<file path="config.mk">
export PLATFORM = sky130hd
export DESIGN_NAME = seq_divider
export DESIGN_NICKNAME = d
export VERILOG_FILES = /design/src/rtl/div_pkg.sv /design/src/rtl/div_step.sv /design/src/rtl/seq_divider.sv
export SDC_FILE = /design/constraint.sdc
export NUM_CORES = 1
export LEC_CHECK = 0
export ABC_AREA = 1
export ABC_CLOCK_PERIOD_IN_PS = 2660
export BUFFER_PORTS_ARGS = -buffer_cell sky130_fd_sc_hd__buf_2
export CAP_MARGIN = 20
export CORE_AREA = 2 2 193 195
export CTS_CLUSTER_SIZE = 24
export DETAILED_ROUTE_END_ITERATION = 12
export DIE_AREA = 0 0 195 197
export GPL_TIMING_DRIVEN = 0
export PLACE_DENSITY_LB_ADDON = 0.15
export SKIP_CTS_REPAIR_TIMING = 1
export SLEW_MARGIN = 20
export SYNTH_ARGS = -nofsm -noshare
export SYNTH_HDL_FRONTEND = slang
export SYNTH_SLANG_ARGS = --single-unit
</file>
<file path="constraint.sdc">
create_clock -name clk -period 2.66 [get_ports clk]
set_clock_uncertainty 0.15 [all_clocks]
set_input_delay 0.133 -clock clk [delete_from_list [all_inputs] [get_ports clk]]
set_output_delay 0.133 -clock clk [all_outputs]
set_load 0.005 [all_outputs]
</file>
<file path="src/rtl/div_pkg.sv">
// Shared definitions for the sequential divider: FSM encoding and width helpers.
package div_pkg;

    // Widest operand the MIN helper can express.
    localparam int unsigned MAX_WIDTH = 64;

    typedef enum logic [1:0] {
        ST_IDLE = 2'd0,
        ST_CALC = 2'd1,
        ST_FIX  = 2'd2
    } state_e;

    // Most negative two's-complement value of a given width, right-aligned.
    function automatic logic [MAX_WIDTH-1:0] min_val(input int unsigned width);
        return {{(MAX_WIDTH-1){1'b0}}, 1'b1} << (width - 1);
    endfunction

endpackage

</file>
<file path="src/rtl/div_step.sv">
// One combinational restoring-division iteration.
module div_step #(
    parameter int unsigned WIDTH = 32
) (
    input  logic [WIDTH-1:0] rem_i,
    input  logic             bit_i,
    input  logic [WIDTH-1:0] dvs_i,
    output logic [WIDTH-1:0] rem_o,
    output logic             q_o
);

    logic [WIDTH:0]   part;
    logic [WIDTH-1:0] diff;

    // Shift in the next dividend bit, then subtract the divisor when it fits.
    // rem_i < dvs_i, so the true difference always fits in WIDTH bits.
    always_comb begin
        part  = {rem_i, bit_i};
        diff  = part[WIDTH-1:0] - dvs_i;
        q_o   = (part >= {1'b0, dvs_i});
        rem_o = q_o ? diff : part[WIDTH-1:0];
    end

endmodule

</file>
<file path="src/rtl/seq_divider.sv">
// Iterative radix-2 restoring divider, signed/unsigned, one quotient bit per clock.
module seq_divider
    import div_pkg::*;
#(
    parameter int unsigned WIDTH     = 32,
    parameter bit          SIGNED_EN = 1'b1
) (
    input  logic             clk,
    input  logic             reset_n,
    input  logic             start,
    input  logic             signed_mode,
    input  logic [WIDTH-1:0] dividend,
    input  logic [WIDTH-1:0] divisor,
    output logic             busy,
    output logic             done,
    output logic [WIDTH-1:0] quotient,
    output logic [WIDTH-1:0] remainder,
    output logic             div_by_zero,
    output logic             overflow
);

    localparam int unsigned      CW    = $clog2(WIDTH + 1);
    localparam logic [WIDTH-1:0] MIN_V = WIDTH'(min_val(WIDTH));
    localparam logic [WIDTH-1:0] ONES  = {WIDTH{1'b1}};

    state_e state_q, state_d;

    logic [CW-1:0]    cnt_q, cnt_d;
    logic             sgn_q, sgn_d;
    logic             qneg_q, qneg_d;
    logic             rneg_q, rneg_d;
    logic             dbz_q, dbz_d;
    logic [WIDTH-1:0] dvd_q, dvd_d;
    logic [WIDTH-1:0] dvs_q, dvs_d;
    logic [WIDTH-1:0] dvs_mag_q, dvs_mag_d;
    logic [WIDTH-1:0] shift_q, shift_d;
    logic [WIDTH-1:0] prem_q, prem_d;
    logic             busy_q, busy_d;
    logic             done_q, done_d;
    logic [WIDTH-1:0] quot_q, quot_d;
    logic [WIDTH-1:0] rem_q, rem_d;
    logic             dbz_out_q, dbz_out_d;
    logic             ovf_q, ovf_d;

    logic             sgn_in;
    logic [WIDTH-1:0] dvd_mag;
    logic [WIDTH-1:0] dvs_mag;
    logic [WIDTH-1:0] step_rem;
    logic             step_bit;

    // Operand magnitudes; MIN negates onto itself, which reads as 2^(WIDTH-1) unsigned.
    always_comb begin
        sgn_in  = signed_mode & SIGNED_EN;
        dvd_mag = (sgn_in && dividend[WIDTH-1]) ? (~dividend + WIDTH'(1)) : dividend;
        dvs_mag = (sgn_in && divisor[WIDTH-1])  ? (~divisor  + WIDTH'(1)) : divisor;
    end

    div_step #(.WIDTH(WIDTH)) u_step (
        .rem_i (prem_q),
        .bit_i (shift_q[WIDTH-1]),
        .dvs_i (dvs_mag_q),
        .rem_o (step_rem),
        .q_o   (step_bit)
    );

    // Next-state and datapath update for IDLE / CALC / FIX.
    always_comb begin
        state_d   = state_q;
        cnt_d     = cnt_q;
        sgn_d     = sgn_q;
        qneg_d    = qneg_q;
        rneg_d    = rneg_q;
        dbz_d     = dbz_q;
        dvd_d     = dvd_q;
        dvs_d     = dvs_q;
        dvs_mag_d = dvs_mag_q;
        shift_d   = shift_q;
        prem_d    = prem_q;
        busy_d    = busy_q;
        done_d    = 1'b0;
        quot_d    = quot_q;
        rem_d     = rem_q;
        dbz_out_d = dbz_out_q;
        ovf_d     = ovf_q;

        unique case (state_q)
            ST_IDLE: begin
                if (start) begin
                    dvd_d     = dividend;
                    dvs_d     = divisor;
                    sgn_d     = sgn_in;
                    dvs_mag_d = dvs_mag;
                    shift_d   = dvd_mag;
                    prem_d    = '0;
                    qneg_d    = sgn_in & (dividend[WIDTH-1] ^ divisor[WIDTH-1]);
                    rneg_d    = sgn_in & dividend[WIDTH-1];
                    busy_d    = 1'b1;
                    if (divisor == '0) begin
                        dbz_d   = 1'b1;
                        cnt_d   = '0;
                        state_d = ST_FIX;
                    end else begin
                        dbz_d   = 1'b0;
                        cnt_d   = CW'(WIDTH);
                        state_d = ST_CALC;
                    end
                end
            end
            ST_CALC: begin
                prem_d  = step_rem;
                shift_d = {shift_q[WIDTH-2:0], step_bit};
                cnt_d   = cnt_q - CW'(1);
                if (cnt_q == CW'(1)) begin
                    state_d = ST_FIX;
                end
            end
            ST_FIX: begin
                if (dbz_q) begin
                    quot_d = ONES;
                    rem_d  = dvd_q;
                end else begin
                    quot_d = qneg_q ? (~shift_q + WIDTH'(1)) : shift_q;
                    rem_d  = rneg_q ? (~prem_q + WIDTH'(1)) : prem_q;
                end
                dbz_out_d = dbz_q;
                ovf_d     = sgn_q & (dvd_q == MIN_V) & (dvs_q == ONES);
                done_d    = 1'b1;
                busy_d    = 1'b0;
                state_d   = ST_IDLE;
            end
            default: begin
                state_d = ST_IDLE;
            end
        endcase
    end

    // FSM state register.
    always_ff @(posedge clk or negedge reset_n) begin
        if (!reset_n) begin
            state_q <= ST_IDLE;
        end else begin
            state_q <= state_d;
        end
    end

    // Operand, iteration and result registers.
    always_ff @(posedge clk or negedge reset_n) begin
        if (!reset_n) begin
            cnt_q     <= '0;
            sgn_q     <= 1'b0;
            qneg_q    <= 1'b0;
            rneg_q    <= 1'b0;
            dbz_q     <= 1'b0;
            dvd_q     <= '0;
            dvs_q     <= '0;
            dvs_mag_q <= '0;
            shift_q   <= '0;
            prem_q    <= '0;
            busy_q    <= 1'b0;
            done_q    <= 1'b0;
            quot_q    <= '0;
            rem_q     <= '0;
            dbz_out_q <= 1'b0;
            ovf_q     <= 1'b0;
        end else begin
            cnt_q     <= cnt_d;
            sgn_q     <= sgn_d;
            qneg_q    <= qneg_d;
            rneg_q    <= rneg_d;
            dbz_q     <= dbz_d;
            dvd_q     <= dvd_d;
            dvs_q     <= dvs_d;
            dvs_mag_q <= dvs_mag_d;
            shift_q   <= shift_d;
            prem_q    <= prem_d;
            busy_q    <= busy_d;
            done_q    <= done_d;
            quot_q    <= quot_d;
            rem_q     <= rem_d;
            dbz_out_q <= dbz_out_d;
            ovf_q     <= ovf_d;
        end
    end

    assign busy        = busy_q;
    assign done        = done_q;
    assign quotient    = quot_q;
    assign remainder   = rem_q;
    assign div_by_zero = dbz_out_q;
    assign overflow    = ovf_q;

endmodule

</file>
==> flow_summary.ini, run 1 <==
[synth]
ys.flop_type = dfrtp_1
synth_edf_count = 0
syn_area_um2 = 16160
ys_ff_latch = 239
yosysWarnings = 0
ys_seq_area_frac = 0.3701
synth_most_common_cell = nand2_1
synth_area_leaders = dfrtp_1 (37%), nand2_1 (16%), nand3_1 (8.5%)
synth_cells = 2412
syn_nets = 2519
async_flop_share = 1.000
synth_commonest_cells = nand2_1 (706), inv_1 (331), nand3_1 (274)
yosysTopAreaCellShare = 0.3701
synth_top_area_cell = dfrtp_1
syn_area_per_cell_um2 = 6.699
synth_cell_type_count = 52

[global_route]
grt_overflow = 0
grt_pass1_vias = 16020
grt_pass1_wl_um = 94060
antenna_found_initial = 0
grt_start_max_net_pins = 94
track_usage = 0.3241

[setup_path]
r2r_end = quotient[15]$_DFFE_PN0P_
required_ns = 2.94
reg2regPathDepth = 8
worst_setup_path_end_kind = register
startpoint = shift_q[0]$_DFFE_PN0P_
crit-reg2reg-launch = shift_q[0]$_DFFE_PN0P_
start_kind = register
critical_path.max_fanout = 6
reg2reg_slack_ns = 0.007
arrival_ns = 2.94
crit_type = reg -> reg

[clocking]
cts_made_buffers = 29
insertion_delay_ns = 0.58
cts.sinks = 239
clk_path_buf_depth = 3
clk_pin_slew_ns = 0.06
htree_num_levels = 1
cts_tree = built
cts_root_buf = clkbuf_16

[placement]
placed_cell_area_um2 = 17480
gp_congestion = 0.9303
dp.cells = 3017
place_ws_ns = -0.1901
portBuffers = 135
hpwl_um = 50510

[status]
outcome = finished with violations
violations = negative hold slack

[floorplanning]
initial_core_util = 0.4456
die_h_um = 197
core_area_um2 = 36260
ioPinCount = 136
chipWidth_um = 195
rows = 70
die-area_um2 = 38420

[sta]
slew-limit-headroom = 0.2826
tightest_slew_ns = 1.065
period_share = 0.9975
setup_viol = 0
fmax_ghz = 0.3769
hold_violations = 24
drv_slew = 0
rsz0062_at_grt = true
holdWs_ns = -0.05138
setup_ws_ns = 0.006768
period_minus_slack_ns = 2.653

[power_and_ir_drop]
power_density_nw_per_um2 = 678.2
peakVddDrop_uv = 465.2
leakage_nw = 9.965

[drt]
drt-total-wl_um = 63560
firstDrtPassIters = 8
wire_per_inst_um = 20.20
dr_total_vias = 17390
viasPerCell = 5.527
drc = 0
drt_iter0_markers = 1690
ant_nets = 0

[layout]
final-instance-count-excl-fill = 3146
final_core_util = 0.5332
nets = 2761
fillers = 3724
final_area_um2 = 19330
multi_input_area_um2 = 8652
drive_above_1_share = 0.1080
synthToLayoutAreaGrowth_pct = 19.65
seq_area_um2 = 5981

[hold_path]
hold_path.class = in -> async

[job]
cap_violations = 0
cells in the final DEF, fill, tap and decap left out, types with 4 or more instances in the layout:
cell type and count:
a21oi_1 50, a31oi_1 21, and2_1 4, buf_1 6, buf_2 152, buf_4 8
clkbuf_1 52, clkbuf_16 29, clkbuf_8 5, clkinv_2 8, clkinvlp_4 5, dfrtp_1 239
dlygate4sd3_1 69, ha_1 33, ha_4 4, inv_1 326, inv_2 10, nand2_1 701
nand2_2 14, nand3_1 274, nand4_1 46, nor2_1 213, nor2_2 11, nor2_4 7
nor3_1 25, nor4_1 13, o211ai_1 27, o21a_1 7, o21ai_0 176, o21ai_1 8
o21bai_1 4, o221ai_1 13, o22ai_1 17, o31ai_1 5, xnor2_1 15, xor2_1 28
worst max-delay path by stage:
stage                               endpoint  slack [ns]  cells past startpoint
floorplan             prem_q[10]$_DFFE_PN0P_        0.56                     12
global placement    quotient[25]$_DFFE_PN0P_       -3.08                      1
detailed placement   shift_q[31]$_DFFE_PN0P_       -0.19                      6
CTS                  shift_q[31]$_DFFE_PN0P_       -0.21                      6
global route          prem_q[28]$_DFFE_PN0P_      -0.004                     16
finish              quotient[15]$_DFFE_PN0P_       0.007                      8
state kept, by name, indices dropped and copies added (netlist names), 6 cells and up:
name       cells
dvd_q         32
dvs_q         32
prem_q        32
quotient      32
remainder     32
shift_q       32
dvs_mag_q     31
cnt_q          6
final cells by class:
type | instances | share of cell area
diodes | 1 | 0.0001294
plain buffers | 80 | 0.01883
clock buffers | 38 | 0.04187
clock inverters | 16 | 0.008866
inverters | 341 | 0.06679
multi-input cells | 1751 | 0.4475
flip-flops and latches | 239 | 0.3093
well taps | 468 | 0.03029
repair buffers | 212 | 0.07637
logic make-up after synthesis:
| kind of cell | after synthesis | synth area share |
|---|---|---|
| AND/OR/NAND/NOR | 1325 | 0.3519 |
| buffers and inverters | 422 | 0.1014 |
| adder cells (fa/ha/maj) | 39 | 0.03066 |
| flip-flops | 239 | 0.3701 |
| XOR/XNOR | 45 | 0.02439 |
| AO/OA/AOI/OAI | 342 | 0.1215 |
power breakdown:
group / switching, mW / internal, mW
logic: 3.00 / 1.60
clock network: 1.68 / 2.43
registers: 0.450 / 3.96
metal layers:
metal  wire, µm  global-route usage
met5          0                   0
met4       1728             0.08793
met3       6449             0.07153
met2      26060              0.4655
met1      29320              0.4878
stage by stage:
stage               power (mW)  hold slack [ns]   TNS [ns]
floorplan                7.403          -0.3126          0
global placement         8.704           0.2285    -727.76
detailed placement       8.765        -0.005265     -1.535
CTS                      12.88          -0.6064     -1.771
global route             13.89          0.01885  -0.006716
finish                   13.11         -0.05138          0
critical path: stages, from the launching register on:
cell and delay [ns]:
dfrtp_1 0.40, clkinvlp_4 0.20, nand3_1 0.18, nor3_2 0.51, nand2_1 0.25, nand2_1 0.13, o21ai_0 0.10, xnor2_1 0.47
a21oi_1 0.12
No activity file was read; power rests on OpenSTA's default activity.
==> run 2, diff against run 1 <==
- BUFFER_PORTS_ARGS: -buffer_cell sky130_fd_sc_hd__buf_2 -> -buffer_cell sky130_fd_sc_hd__buf_4
==> run 2 against run 1 <==
Effect of this change:
- the run ends with negative hold slack, negative setup slack left
- global-route usage increased by 0.87 points
- cell area increased by 1.8%
- sequential power about the same
- power increased by 1.3%
- worst setup slack got worse by 0.013 ns
- core utilization increased by 0.98 points
- maximum frequency decreased by 0.47%
==> flow_summary.ini, run 2 (synthesis results as in run 1) <==
[clocking]
clk_path_buf_depth = 3
cts_root_buf = clkbuf_16
clk_pin_slew_ns = 0.06
cts_tree = built
cts_made_buffers = 29
htree_num_levels = 1
insertion_delay_ns = 0.56
cts.sinks = 239

[global_route]
grt_start_max_net_pins = 100
grt_pass1_vias = 16320
use_met1 = 0.4983
met2_usage = 0.4849
grtUsageMet3 = 0.07255
antenna_found_initial = 0
grt_pass1_wl_um = 96630
busiest_layer = met1
grt_overflow = 0
track_usage = 0.3328

[placement]
gp_congestion = 0.9464
hpwl_um = 51410
portBuffers = 135
place_ws_ns = -0.1781

[layout]
nets = 2760
multi_input_area_um2 = 8682
fillers = 3682
seq_area_um2 = 5983
mostFrequentLayoutCells = nand2_1 (700), inv_1 (325), nand3_1 (273)
mostFrequentLayoutCell = nand2_1
drive_above_1_share = 0.1096
synthToLayoutAreaGrowth_pct = 21.84

[setup_path]
crit_family = simple AND/OR/NAND/NOR gates
reg2reg_slack_ns = -0.006
start_kind = register
startpoint = shift_q[0]$_DFFE_PN0P_
path_cells = clkinvlp_4 -> nand3_1 -> nor3_2 -> nand2_1 -> nand2_1 -> o21ai_0 -> xnor2_1 -> a21oi_1
arrival_ns = 2.94
cp_common_cell = nand2_1
crit_path_max_incr_delay_ns = 0.49
crit_buf_inv = 1
worst_setup_path_end_kind = register
required_ns = 2.93
slowest_stage = nor3_2
path_depth = 8
crit-reg2reg-launch = shift_q[0]$_DFFE_PN0P_
critical_path.max_fanout = 6
reg2regPathDepth = 8
crit_type = reg -> reg

[floorplanning]
chipWidth_um = 195
die-area_um2 = 38420
die_h_um = 197
initial_core_util = 0.4456
rows = 70
ioPinCount = 136
core_area_um2 = 36260

[hold_path]
min_from = dividend[1]
hold_path_depth = 5
hold_path.class = in -> reg

[sta]
setup_viol = 1
hold_violations = 6
tightest_slew_ns = 1.065
setup_ws_ns = -0.005749
period_minus_slack_ns = 2.666
drv_slew = 0
period_share = 1.002
fmax_ghz = 0.3751
slew-limit-headroom = 0.2826
holdWs_ns = -0.09324

[status]
outcome = finished with violations
violations = negative hold slack, negative setup slack

[drt]
drc = 0
dr_total_vias = 17490
wire_per_inst_um = 20.64
firstDrtPassIters = 5
drt_iter0_markers = 1659
ant_nets = 0
drt-total-wl_um = 64870
viasPerCell = 5.565

[power_and_ir_drop]
leakage_nw = 9.992
finalPower_mw = 13.28
peakVddDrop_uv = 573.4
power_density_nw_per_um2 = 674.5

[job]
cap_violations = 0
==> run 2: final timing paths <==
path / end
worst max-delay path: quotient[15]$_DFFE_PN0P_
max in group asynchronous: quotient[15]$_DFFE_PN0P_
worst min register to register: dvs_q[6]$_DFFE_PN0P_
min in group asynchronous: dvs_q[13]$_DFFE_PN0P_
worst max register to register: quotient[15]$_DFFE_PN0P_
worst min-delay path: shift_q[1]$_DFFE_PN0P_
==> run 2: stage by stage <==
step                       TNS (ns)  area (µm²)  utilization  std cells
final                     -0.005749       19690       0.5430       3143
after global routing       -0.01972       19690       0.5429       3142
after CTS                    -1.209       18800       0.5185       3069
after detailed placement     -1.067       17820       0.4914       3017
after global placement      -149.91       17760       0.4897       3015
after floorplan                   0       16160            -       2412
==> run 2: layer usage <==
metal | share of wire | wire length [µm] | up-vias
li1 | - | - | 8328
met1 | 0.47 | 30600 | 8358
met2 | 0.41 | 26830 | 721
met3 | 0.091 | 5920 | 85
met4 | 0.023 | 1514 | 0
met5 | 0 | 0 | -
==> run 2: where the power goes <==
| part | total, mW | internal [mW] | switching (mW) | leakage [nW] |
|---|---|---|---|---|
| Combinational | 4.71 | 1.66 | 3.05 | 6.51 |
| Sequential | 4.42 | 3.96 | 0.465 | 3.01 |
| Clock | 4.14 | 2.46 | 1.69 | 0.473 |
==> run 2: area by class of cell <==
class                           instances  area share
Clock buffer                           39     0.04182
Buffer                                 80     0.01811
Tap cell                              468     0.02974
Timing Repair Buffer                  211     0.09177
Inverter                              341     0.06552
Clock inverter                         13    0.008008
Antenna cell                            1   0.0001271
Sequential cell                       239      0.3039
Multi-Input combinational cell       1751      0.4410
==> run 2: tightest hold or removal path: stages <==
cell     delay (ns)
buf_4          0.09
inv_1          0.06
o21ai_0        0.15
o21ai_0        0.08
o21ai_0        0.07
